File: config.mk
export PLATFORM = sky130hd
export DESIGN_NAME = bin2bcd_seq_flat
export DESIGN_NICKNAME = d
export VERILOG_FILES = /design/src/rtl/bin2bcd_seq_if.sv /design/src/rtl/bin2bcd_seq.sv /design/src/flat_wrapper.sv
export SDC_FILE = /design/constraint.sdc
export NUM_CORES = 1
export LEC_CHECK = 0
export ABC_AREA = 0
export BUFFER_PORTS_ARGS = -buffer_cell sky130_fd_sc_hd__buf_2
export CORE_MARGIN = 8
export CORE_UTILIZATION = 60
export DETAILED_ROUTE_END_ITERATION = 10
export PLACE_DENSITY = 0.83
export SYNTH_ARGS = -nofsm -noshare
export SYNTH_HDL_FRONTEND = slang
export SYNTH_SLANG_ARGS = --single-unit
File: constraint.sdc
create_clock -name clk -period 3.7 [get_ports clk]
set_input_delay 0.37 -clock clk [delete_from_list [all_inputs] [get_ports clk]]
set_output_delay 0.37 -clock clk [all_outputs]
set_load 0.05 [all_outputs]
File: src/rtl/bin2bcd_seq_if.sv
`default_nettype none
// ============================================================================
//  Module      : bin2bcd_seq_if
//  Description : Handshake/data bundle for the sequential binary-to-BCD
//                converter.
//                  start   - conversion request (master -> slave)
//                  bin_in  - unsigned binary operand, BIN_W bits (master -> slave)
//                  busy    - converter occupied (SHIFT or DONE)
//                  done    - one-cycle result-valid pulse
//                  bcd_out - packed BCD result, digit k at [4k+3:4k]
//                  ovf     - result did not fit in DIGITS digits
//  Revision    : 1.0 - initial release
// ============================================================================
interface bin2bcd_seq_if #(
    parameter int BIN_W  = 8,
    parameter int DIGITS = 3
);
    logic                  start;
    logic [BIN_W-1:0]      bin_in;
    logic                  busy;
    logic                  done;
    logic [4*DIGITS-1:0]   bcd_out;
    logic                  ovf;

    // Requesting side: issues conversions and consumes results.
    modport master (
        output start,
        output bin_in,
        input  busy,
        input  done,
        input  bcd_out,
        input  ovf
    );

    // Converter side.
    modport slave (
        input  start,
        input  bin_in,
        output busy,
        output done,
        output bcd_out,
        output ovf
    );
endinterface
`default_nettype wire

File: src/rtl/bin2bcd_seq.sv
`default_nettype none
// ============================================================================
//  Module      : bin2bcd_seq
//  Description : Sequential binary-to-BCD converter using shift-and-add-3
//                (double dabble), one input bit per clock.
//                A conversion takes BIN_W shift cycles plus one DONE cycle;
//                the previous result is held on bcd_out/ovf until the next
//                conversion completes.
//  Ports       : clk    - rising-edge clock
//                rst_n  - synchronous active-low reset
//                bus    - bin2bcd_seq_if.slave (start, bin_in, busy, done,
//                         bcd_out, ovf)
//  Revision    : 1.0 - initial release
// ============================================================================
module bin2bcd_seq #(
    parameter int BIN_W  = 8,
    parameter int DIGITS = 3
) (
    input  wire logic         clk,
    input  wire logic         rst_n,
    bin2bcd_seq_if.slave      bus
);

    // ------------------------------------------------------------------------
    // Constants
    // ------------------------------------------------------------------------
    localparam int                 c_cnt_w    = $clog2(BIN_W + 1);
    localparam int                 c_bcd_w    = 4 * DIGITS;
    localparam logic [c_cnt_w-1:0] c_cnt_load = c_cnt_w'(BIN_W);
    localparam logic [c_cnt_w-1:0] c_cnt_one  = c_cnt_w'(1);

    // ------------------------------------------------------------------------
    // State encoding
    // ------------------------------------------------------------------------
    typedef enum logic [1:0] {
        ST_IDLE  = 2'd0,
        ST_SHIFT = 2'd1,
        ST_DONE  = 2'd2
    } state_t;

    state_t                 r_state;
    state_t                 w_state_nxt;

    // ------------------------------------------------------------------------
    // Datapath registers
    // ------------------------------------------------------------------------
    logic [BIN_W-1:0]       r_bin;      // binary bits still to be shifted in
    logic [c_bcd_w-1:0]     r_scr;      // BCD scratch accumulating the result
    logic [c_cnt_w-1:0]     r_cnt;      // shifts remaining
    logic                   r_ovf_int;  // sticky: a 1 left the top scratch digit
    logic [c_bcd_w-1:0]     r_bcd;      // published result
    logic                   r_ovf;      // published overflow

    // ------------------------------------------------------------------------
    // Control strobes from the FSM
    // ------------------------------------------------------------------------
    logic                   w_load;     // accept a new conversion
    logic                   w_shift;    // perform one adjust+shift step
    logic                   w_last;     // this step is the final one

    // ------------------------------------------------------------------------
    // Combinational shift step
    // ------------------------------------------------------------------------
    logic [c_bcd_w-1:0]     w_adj;      // scratch after add-3 correction
    logic [c_bcd_w-1:0]     w_scr_nxt;  // scratch after the shift
    logic [BIN_W-1:0]       w_bin_nxt;  // binary register after the shift
    logic                   w_ovf_nxt;  // overflow flag after the shift

    // Every digit is corrected in parallel. A digit of 5..9 becomes 8..12, so
    // after the left shift it carries exactly into the next digit and the
    // remaining value is again a legal 0..9 digit.
    for (genvar k = 0; k < DIGITS; k++) begin : g_adj
        assign w_adj[4*k +: 4] = (r_scr[4*k +: 4] >= 4'd5)
                               ? (r_scr[4*k +: 4] + 4'd3)
                               : r_scr[4*k +: 4];
    end

    // The MSB of the binary register feeds the LSB of the scratch register.
    // Whatever falls out of the top scratch digit is a digit beyond DIGITS,
    // so any 1 seen there means the true value did not fit.
    assign w_scr_nxt = {w_adj[c_bcd_w-2:0], r_bin[BIN_W-1]};
    assign w_ovf_nxt = r_ovf_int | w_adj[c_bcd_w-1];

    // A one-bit input has nothing left behind it after the shift.
    if (BIN_W == 1) begin : g_bin_one
        assign w_bin_nxt = 1'b0;
    end else begin : g_bin_wide
        assign w_bin_nxt = {r_bin[BIN_W-2:0], 1'b0};
    end

    // ------------------------------------------------------------------------
    // FSM: state register
    // ------------------------------------------------------------------------
    always_ff @(posedge clk) begin
        if (!rst_n) begin
            r_state <= ST_IDLE;
        end else begin
            r_state <= w_state_nxt;
        end
    end

    // ------------------------------------------------------------------------
    // FSM: next state and control strobes
    // ------------------------------------------------------------------------
    always_comb begin
        w_state_nxt = r_state;
        w_load      = 1'b0;
        w_shift     = 1'b0;
        w_last      = 1'b0;

        case (r_state)
            ST_IDLE: begin
                // start is only looked at here, so requests made while busy
                // are simply dropped.
                if (bus.start) begin
                    w_load      = 1'b1;
                    w_state_nxt = ST_SHIFT;
                end
            end

            ST_SHIFT: begin
                w_shift = 1'b1;
                // r_cnt counts shifts still owed; reaching 1 means this edge
                // performs the BIN_W-th and final shift.
                if (r_cnt == c_cnt_one) begin
                    w_last      = 1'b1;
                    w_state_nxt = ST_DONE;
                end
            end

            ST_DONE: begin
                w_state_nxt = ST_IDLE;
            end

            default: begin
                w_state_nxt = ST_IDLE;
            end
        endcase
    end

    // ------------------------------------------------------------------------
    // Datapath
    // ------------------------------------------------------------------------
    always_ff @(posedge clk) begin
        if (!rst_n) begin
            r_bin     <= '0;
            r_scr     <= '0;
            r_cnt     <= '0;
            r_ovf_int <= 1'b0;
            r_bcd     <= '0;
            r_ovf     <= 1'b0;
        end else begin
            if (w_load) begin
                r_bin     <= bus.bin_in;
                r_scr     <= '0;
                r_ovf_int <= 1'b0;
                r_cnt     <= c_cnt_load;
            end else if (w_shift) begin
                r_bin     <= w_bin_nxt;
                r_scr     <= w_scr_nxt;
                r_ovf_int <= w_ovf_nxt;
                r_cnt     <= r_cnt - c_cnt_one;
            end

            // Publish on the same edge that enters DONE so the result is
            // already valid during the done pulse.
            if (w_last) begin
                r_bcd <= w_scr_nxt;
                r_ovf <= w_ovf_nxt;
            end
        end
    end

    // ------------------------------------------------------------------------
    // Outputs: all decoded straight from registers
    // ------------------------------------------------------------------------
    assign bus.busy    = (r_state != ST_IDLE);
    assign bus.done    = (r_state == ST_DONE);
    assign bus.bcd_out = r_bcd;
    assign bus.ovf     = r_ovf;

endmodule
`default_nettype wire

File: src/flat_wrapper.sv
// flat-port wrapper written by rule: the top's interface ports become plain ports
module bin2bcd_seq_flat 
#(
    parameter int BIN_W  = 8,
    parameter int DIGITS = 3
)
  (clk, rst_n, bus_start, bus_bin_in, bus_busy, bus_done, bus_bcd_out, bus_ovf);
  bin2bcd_seq_if #(.BIN_W(BIN_W), .DIGITS(DIGITS)) bus_i ();
  input  wire logic clk;
  input  wire logic rst_n;
  input wire logic [$bits(bus_i.start)-1:0] bus_start;
  input wire logic [$bits(bus_i.bin_in)-1:0] bus_bin_in;
  output wire logic [$bits(bus_i.busy)-1:0] bus_busy;
  output wire logic [$bits(bus_i.done)-1:0] bus_done;
  output wire logic [$bits(bus_i.bcd_out)-1:0] bus_bcd_out;
  output wire logic [$bits(bus_i.ovf)-1:0] bus_ovf;
  assign bus_i.start = bus_start;
  assign bus_i.bin_in = bus_bin_in;
  assign bus_busy = bus_i.busy;
  assign bus_done = bus_i.done;
  assign bus_bcd_out = bus_i.bcd_out;
  assign bus_ovf = bus_i.ovf;
  bin2bcd_seq #(.BIN_W(BIN_W), .DIGITS(DIGITS)) u_core (.clk(clk), .rst_n(rst_n), .bus(bus_i));
endmodule
== Word level (Yosys, flattened, before mapping) ==
Index checks and enable logic that the tools add are counted.

* Bitwise gates (word level): 2
* Add/subtract/negate cells: 4
* Equality and inequality tests: 5
* $lt $le $gt $ge: 3
* Reduce and logical (&&, ||, !) cells: 5
* Multiplexer cells: 15

{| class="wikitable"
|+ Operator list
! kind !! count
|-
| two-way mux 4 bit || 5
|-
| two-way mux 8 bit || 2
|-
| adder 4 x 2 -> 4 bit, second input constant || 3
|-
| >= comparator 4 x 3 -> 1 bit, second input constant || 3
|-
| two-way mux 1 bit || 5
|-
| equality test 4 x 1 -> 1 bit, second input constant || 1
|-
| two-way mux 2 bit || 2
|-
| case mux 2 bit (2 select lines) || 1
|-
| nonzero test 2 bit || 2
|-
| subtractor 4 x 1 -> 4 bit, second input constant || 1
|-
| equality test 2 x 1 -> 1 bit, second input constant || 1
|-
| equality test 2 bit, second input constant || 1
|-
| zero test 2 bit || 1
|-
| inequality test 2 x 1 -> 1 bit, second input constant || 1
|-
| inequality test 2 bit, second input constant || 1
|-
| AND reduction 2 bit || 1
|-
| OR reduction 2 bit || 1
|-
| inverter 1 bit || 1
|-
| bitwise OR 1 bit || 1
|}

* Register bits after elaboration: 40
* Input port bits: 11
* Output and inout bits: 15

== Logic depth before layout (Yosys ltp) ==
Gate-level depths: netlist of the first run.

* Word-level depth: 4
* Mapped depth: 6
* Gate-level depth less buffers: 6

== Least setup slack after synthesis of the first run ==
OpenSTA, ideal clock, no wires.

* Kind: register to output
* Start: register u_core.r_state[1]
* End: output bus_done
* Data required time: 3330 ps
* Arrival: 1105 ps
* Buffers on the path: 0
* Path slack: 2225 ps
* Cell stages (with the launch flop): 2
* Cells stage by stage: dfxtp_1 -> nor2b_1

* Longest elaborated chain between the ends: 1

{| class="wikitable"
|+ Ends and longest elaborated chain
! what !! line !! RTL
|-
| from (decl) || bin2bcd_seq.sv:41 || <nowiki>state_t r_state;</nowiki>
|-
| from (signal assigned) || bin2bcd_seq.sv:98 || <nowiki>r_state <= w_state_nxt;</nowiki>
|-
| equality test 2 bit || bin2bcd_seq.sv:178 || <nowiki>assign bus.done = (r_state == ST_DONE);</nowiki>
|-
| to (decl) || flat_wrapper.sv:14 || <nowiki>output wire logic [$bits(bus_i.done)-1:0] bus_done;</nowiki>
|}

Every way passes these cells.

== Final worst setup path of the first run ==
* Start: register u_core.r_state[0]
* End: register u_core.r_bcd[5] (netlist: u_core.bus.bcd_out[5])

* Longest elaborated chain between the ends: 2

{| class="wikitable"
|+ Ends and longest elaborated chain
! what !! line !! RTL
|-
| equality test 2 x 1 -> 1 bit || bin2bcd_seq.sv:111 || <nowiki>case (r_state)</nowiki>
|-
| two-way mux 1 bit || bin2bcd_seq.sv:111 ||
|-
| to (signal assigned) || bin2bcd_seq.sv:168 || <nowiki>r_bcd <= w_scr_nxt;</nowiki>
|-
| to (decl) || bin2bcd_seq.sv:51 || <nowiki>logic [c_bcd_w-1:0] r_bcd;</nowiki>
|}

Every way passes these cells.
A chain may end at the register's enable or synchronous reset.

==> impl_metrics.env, run 1 <==
export IMPL_run_status="finished, final reports clean"
export IMPL_start_kind="register"
export IMPL_n_antenna_cell=0
export IMPL_synth_common_cells="dfxtp_1, nand2_1, a21oi_1"
export IMPL_max_slew_margin_rel=0.481
export IMPL_place_inst=249
export IMPL_cts_resized=0
export IMPL_drv_slew=0
export IMPL_overflow=0
export IMPL_p_leak_uw=0.000776
export IMPL_core_um2=2780
export IMPL_yosysSeqAreaShare=0.449
export IMPL_fin_worst_skew_ns=0.0137
export IMPL_worst_pin_slew_ns=0.779
export IMPL_finalHoldViolations=0
export IMPL_avgSynthCellArea_um2=8.78
export IMPL_finalNonFillerCells=257
export IMPL_first_pass_iters=5
export IMPL_pre_cts_slack_ns=1.62
export IMPL_clock_sinks=40
export IMPL_slowest_stage="and3_1"
export IMPL_antenna_left=0
export IMPL_synth_cells=203
export IMPL_port_buffers=25
export IMPL_tns_ns=0
export IMPL_critPathKind="register to register"
export IMPL_drive_gt1_frac=0.181
export IMPL_worstPathBufferInverterCount=1
export IMPL_num_rows=19
export IMPL_grt_usage=0.152
export IMPL_cts_clk_slew_worst_paths_ns=0.11
export IMPL_dr_first_iter_drc_count=97
export IMPL_place_area_um2=1890
export IMPL_synth_seq_cells=40
export IMPL_routed_wl_um=3680
export IMPL_antenna_found_initial=0
export IMPL_synth_nets=222
export IMPL_synth_area_leaders="dfxtp_1, ha_1, nand2_1, o22ai_1, a21oi_1"
export IMPL_clk_latency_ns=0.35
export IMPL_power_density_nw_per_um2=423
export IMPL_vdd_drop_max_v=0.000560
export IMPL_ys_flop_type="dfxtp_1"
export IMPL_dp_hpwl_um=2590
export IMPL_syn_area_um2=1780
export IMPL_worstPathArrival_ns=2.36
export IMPL_synth_edf_count=0
export IMPL_route_vias_total=1497
export IMPL_start_util=0.641
export IMPL_post_route_min_period_ns=2.10
export IMPL_fmaxAchievable_ghz=0.477
export IMPL_grt_pass1_vias=1458
export IMPL_viasPerCell=5.82
export IMPL_cts_tree="done"
export IMPL_hp_class="input pin to register"
export IMPL_crit_chain="nor2b_2 -> buf_4 -> and3_1 -> nand2_2 -> o22ai_1"
export IMPL_root_buffer="clkbuf_4"
export IMPL_critPathMaxFanout=21
export IMPL_power_share_sequential=0.549
export IMPL_p_int_uw=621
export IMPL_ctsHoldBuffers=0
export IMPL_dieWidth_um=70.5
export IMPL_critical_path_max_stage_delay_ns=0.71
export IMPL_yosysMostFrequentCell="dfxtp_1"
export IMPL_yosysTopAreaCellShare=0.449
export IMPL_fin_ws_ns=1.60
export IMPL_area_growth_pct=10.5
export IMPL_cap_viol_max_count=0
export IMPL_gp_congestion=0.849
export IMPL_cts_buffer_depth=2
export IMPL_p_switching_uw=212
export IMPL_post_route_util=0.708
export IMPL_rsz0062_at_grt="no"
export IMPL_yosysWarnings=0
export IMPL_setup_violations_final=0
export IMPL_final_cell_area_um2=1970
export IMPL_p_sw_frac=0.255
export IMPL_wl_per_cell_um=14.3
export IMPL_period_share=0.567
export IMPL_pwr_share_clk=0.337
export IMPL_grt_max_degree=24
export IMPL_cp_data_required_time_ns=3.96
export IMPL_crit_family="simple AND/OR/NAND/NOR gates"
export IMPL_ios=26
export IMPL_drc=0
export IMPL_die_area_um2=4970
export IMPL_ys_types=38
export IMPL_grt_first_pass_wirelength_um=6350
export IMPL_end_kind="register"
export IMPL_synth_largest_area_cell="dfxtp_1"
export IMPL_postSynth_asyncResetShare=0
export IMPL_die_h_um=70.5
export IMPL_cts_buffers_inserted=5
export IMPL_cts_setup_buffers=0
export IMPL_comb_power_share=0.114
export IMPL_final_nets=244
export IMPL_cts_max_level=2
[worst paths after layout]
check | start | depth (start not counted) | slack [ns] | to
hold / removal | bus_bin_in[1] | 3 | 0.32 | u_core.r_bin[1]
setup / recovery | u_core.r_state[0] | 5 | 1.60 | u_core.bus.bcd_out[5]
setup reg to reg | u_core.r_state[0] | 5 | 1.60 | u_core.bus.bcd_out[5]
hold reg to reg | u_core.bus.bcd_out[9] | 2 | 0.47 | u_core.bus.bcd_out[9]
[state kept, by name, indices dropped and copies added (netlist names)]
name	count
u_core.r_ovf_int	1
u_core.r_state	2
u_core.bus.ovf	1
u_core.r_scr	12
u_core.r_bin	8
u_core.r_cnt	4
u_core.bus.bcd_out	12
[cell families after synthesis]
group	synth area share
and+or+nand+nor	0.172
xor gates and xnor gates	0.0246
adders and majority gates	0.0561
muxes	0.0246
DFF	0.449
buffers and inverters	0.0575
AOI/OAI and AO/OA	0.216
[power by group through the flow]
stage | logic [uW] | clock network [uW] | registers [uW]
final | 95.1 | 281 | 457
after global routing | 106 | 301 | 459
after CTS | 95.2 | 284 | 457
after detailed placement | 94.7 | 0 | 467
after global placement | 91.5 | 0 | 466
after floorplan | 69.6 | 0 | 470
[layout by cell type (no fill, tap or decap), drive strengths merged, types with 3 or more instances in the layout]
| cell type | n |
|---|---|
| inv | 11 |
| nor2b | 3 |
| o21ai | 10 |
| a211oi | 6 |
| nor2 | 12 |
| mux2 | 3 |
| dfxtp | 40 |
| nand3 | 3 |
| xnor2 | 4 |
| a21oi | 16 |
| a22oi | 7 |
| buf | 26 |
| o22ai | 13 |
| nand2 | 26 |
| clkbuf | 6 |
| ha | 8 |
| nand2b | 5 |
| nor3b | 7 |
| a21boi | 7 |
[cell type report]
type                            count  area [um^2]
Clock inverter                      2         35.0
Sequential cell                    40          801
Multi-Input combinational cell    141          880
Fill cell                         232          812
Timing Repair Buffer               26          133
Clock buffer                        6         41.3
Tap cell                           31         38.8
Inverter                           11         41.3
[through the flow]
stage / hold slack (ns) / total power (uW)
after floorplan: 0.435 / 540
after global placement: 0.453 / 558
after detailed placement: 0.455 / 562
after CTS: 0.319 / 837
after global routing: 0.337 / 866
final: 0.324 / 833
[per-layer routing]
metal	vias up	GRT usage	routed length, um
li1	753	-	-
met2	45	0.252	1740
met5	-	0	0
met4	0	0.0692	68
met1	692	0.172	1620
met3	7	0.0508	260
[worst min-delay path: stages]
cell	delay (ns)
buf_2	0.08
a22oi_1	0.05
a21boi_0	0.13
Note: power is estimated with default switching activity, not from simulation.
==> run 2: changes to the inputs <==
--- a/config.mk
+++ b/config.mk
@@ -5,12 +5,12 @@
 export SDC_FILE = /design/constraint.sdc
 export NUM_CORES = 1
 export LEC_CHECK = 0
-export ABC_AREA = 0
+export ABC_AREA = 1
 export BUFFER_PORTS_ARGS = -buffer_cell sky130_fd_sc_hd__buf_2
 export CORE_MARGIN = 8
-export CORE_UTILIZATION = 60
+export CORE_UTILIZATION = 51
 export DETAILED_ROUTE_END_ITERATION = 10
-export PLACE_DENSITY = 0.83
+export PLACE_DENSITY = 0.75
 export SYNTH_ARGS = -nofsm -noshare
 export SYNTH_HDL_FRONTEND = slang
 export SYNTH_SLANG_ARGS = --single-unit
==> constraint.sdc (replaced) <==
create_clock -name clk -period 1.8 [get_ports clk]
set_input_delay 0.18 -clock clk [delete_from_list [all_inputs] [get_ports clk]]
set_output_delay 0.18 -clock clk [all_outputs]
set_load 0.05 [all_outputs]
==> impl_metrics.env, run 2 <==
export IMPL_run_status="finished, final reports clean"
export IMPL_grt_pass1_vias=1674
export IMPL_critical_path_max_stage_delay_ns=0.34
export IMPL_synth_nets=304
export IMPL_route_vias_total=1750
export IMPL_die_area_um2=6170
export IMPL_dr_first_iter_drc_count=52
export IMPL_area_growth_pct=12.0
export IMPL_dieWidth_um=78.6
export IMPL_n_antenna_cell=0
export IMPL_synth_seq_cells=40
export IMPL_tns_ns=0
export IMPL_ios=26
export IMPL_final_nets=331
export IMPL_critPathKind="register to register"
export IMPL_port_buffers=25
export IMPL_routed_wl_um=4170
export IMPL_die_h_um=78.6
export IMPL_setup_violations_final=0
export IMPL_vdd_drop_max_v=0.000592
export IMPL_power_density_nw_per_um2=853
export IMPL_wl_per_cell_um=11.6
export IMPL_overflow=0
export IMPL_grt_first_pass_wirelength_um=7410
export IMPL_ys_flop_type="dfxtp_1"
export IMPL_end_kind="register"
export IMPL_cts_buffer_depth=2
export IMPL_clock_sinks=40
export IMPL_finalNonFillerCells=361
export IMPL_synth_largest_area_cell="dfxtp_1"
export IMPL_holdCritStartpoint="bus_bin_in[0]"
export IMPL_cts_resized=0
export IMPL_cts_tree="done"
export IMPL_cap_viol_max_count=0
export IMPL_r2r_end="u_core.r_scr[9]"
export IMPL_comb_power_share=0.171
export IMPL_ys_types=20
export IMPL_antenna_found_initial=0
export IMPL_layout_common_cells="nand2_1, inv_1, dfxtp_1, nand3_1, buf_2"
export IMPL_worstPathArrival_ns=1.73
export IMPL_syn_area_um2=2000
export IMPL_viasPerCell=4.85
export IMPL_pwr_share_clk=0.325
export IMPL_rsz0062_at_grt="no"
export IMPL_slowest_stage="dfxtp_1"
export IMPL_yosysSeqAreaShare=0.401
export IMPL_hold_depth=3
export IMPL_drc=0
export IMPL_critPathMaxFanout=4
export IMPL_antenna_left=0
export IMPL_period_share=0.849
export IMPL_p_sw_frac=0.298
export IMPL_root_buffer="clkbuf_8"
export IMPL_cts_clk_slew_worst_paths_ns=0.07
export IMPL_whs_ns=0.137
export IMPL_power_share_sequential=0.504
export IMPL_dp_hpwl_um=2990
export IMPL_drive_gt1_frac=0.163
export IMPL_p_int_uw=1340
export IMPL_start_util=0.537
export IMPL_first_pass_iters=5
export IMPL_gp_congestion=0.826
export IMPL_cts_setup_buffers=0
export IMPL_grt_max_degree=28
export IMPL_fin_worst_skew_ns=0.00993
export IMPL_total_power_uw=1910
export IMPL_grt_usage=0.149
export IMPL_yosysTopAreaCellShare=0.401
export IMPL_crit_chain="inv_1 -> ha_1 -> inv_1 -> o21ai_0 -> nand2_1 -> nand2_1 -> nand3_1 -> nand2_1 -> inv_1"
export IMPL_fmaxAchievable_ghz=0.654
export IMPL_place_inst=353
export IMPL_drv_slew=0
export IMPL_post_route_min_period_ns=1.53
export IMPL_place_area_um2=2140
export IMPL_p_leak_uw=0.00120
export IMPL_mostFrequentLayoutCell="nand2_1"
export IMPL_synth_edf_count=0
export IMPL_start_kind="register"
export IMPL_cp_data_required_time_ns=2.00
export IMPL_fillers=359
export IMPL_postSynth_asyncResetShare=0
export IMPL_core_um2=3720
export IMPL_cts_max_level=2
export IMPL_final_cell_area_um2=2240
export IMPL_cts_buffers_inserted=5
export IMPL_num_rows=22
export IMPL_synth_area_leaders="dfxtp_1, nand2_1, inv_1, nand3_1, o21ai_0"
export IMPL_finalHoldViolations=0
export IMPL_yosysWarnings=0
export IMPL_max_slew_margin_rel=0.711
export IMPL_avgSynthCellArea_um2=7.01
export IMPL_worst_pin_slew_ns=0.429
export IMPL_p_switching_uw=569
export IMPL_ctsHoldBuffers=0
export IMPL_holdPathEnd="u_core.r_bin[0]"
export IMPL_r2r_start="u_core.r_scr[8]"
export IMPL_reg2reg_slack_ns=0.27
export IMPL_yosysMostFrequentCell="nand2_1"
export IMPL_synth_common_cells="nand2_1, inv_1, dfxtp_1"
export IMPL_clk_latency_ns=0.30
export IMPL_ff2ff_path_depth=9
export IMPL_synth_cells=285
export IMPL_hp_class="input pin to register"
==> run 2: cell types whose count changed after synthesis, sizes merged, moves of 8 or more <==
cell	change
nand2	+55
inv	+37
nand3	+24
o21ai	+16
o22ai	-13
nor2	+11
a21oi	+8
==> run 2: worst max-delay path, delay by kind of cell (launching register included) <==
| kind | cells | cell delay (ns) |
|---|---|---|
| buffers and inverters | 3 | 0.21 |
| flip-flops | 1 | 0.34 |
| AND/OR/NAND/NOR | 4 | 0.44 |
| AO/OA/AOI/OAI | 1 | 0.25 |
| adder cells (fa/ha/maj) | 1 | 0.20 |
==> run 2: worst max-delay path by stage <==
stage,from,to,depth (start not counted)
3_3_place_gp,u_core.r_scr[8],u_core.bus.bcd_out[9],9
2_1_floorplan,u_core.r_state[1],bus_done,2
5_1_grt,u_core.r_scr[8],u_core.r_scr[9],9
3_5_place_dp,u_core.r_scr[8],u_core.bus.bcd_out[9],9
4_1_cts,u_core.r_scr[8],u_core.r_scr[9],9
6_report,u_core.r_scr[8],u_core.r_scr[9],9
==> run 2: through the flow <==
step / worst slack, ns / util
after floorplan: 0.455 / -
after global placement: 0.303 / 0.577
after detailed placement: 0.302 / 0.577
after CTS: 0.276 / 0.602
after global routing: 0.00865 / 0.602
final: 0.271 / 0.602
==> run 2: layer usage <==
| metal | part of all wire | up-vias | track usage |
|---|---|---|---|
| li1 | - | 938 | - |
| met2 | 0.46 | 30 | 0.239 |
| met1 | 0.48 | 772 | 0.173 |
| met4 | 0.022 | 0 | 0.0796 |
| met3 | 0.042 | 10 | 0.0456 |
| met5 | 0 | - | 0 |
==> run 2: area by class of cell <==
cell class | instances | area [um^2] | area share
Sequential cell | 40 | 801 | 0.358
Tap cell | 48 | 60.1 | 0.0268
Clock buffer | 6 | 82.6 | 0.0369
Multi-Input combinational cell | 189 | 957 | 0.428
Inverter | 49 | 186 | 0.0833
Timing Repair Buffer | 27 | 140 | 0.0626
Clock inverter | 2 | 10.0 | 0.00447
==> run 2: cells by family after synthesis <==
| family | Yosys count | synth area share |
|---|---|---|
| and+or+nand+nor | 131 | 0.293 |
| DFF | 40 | 0.401 |
| adders and majority gates | 8 | 0.0501 |
| AOI/OAI and AO/OA | 50 | 0.137 |
| buffers and inverters | 56 | 0.120 |
==> run 2: power by group through the flow <==
stage | Sequential (uW) | Combinational (uW) | Clock, uW
after floorplan | 991 | 247 | 0
after global placement | 982 | 317 | 0
after detailed placement | 982 | 323 | 0
after CTS | 961 | 326 | 636
after global routing | 969 | 373 | 679
final | 962 | 326 | 620
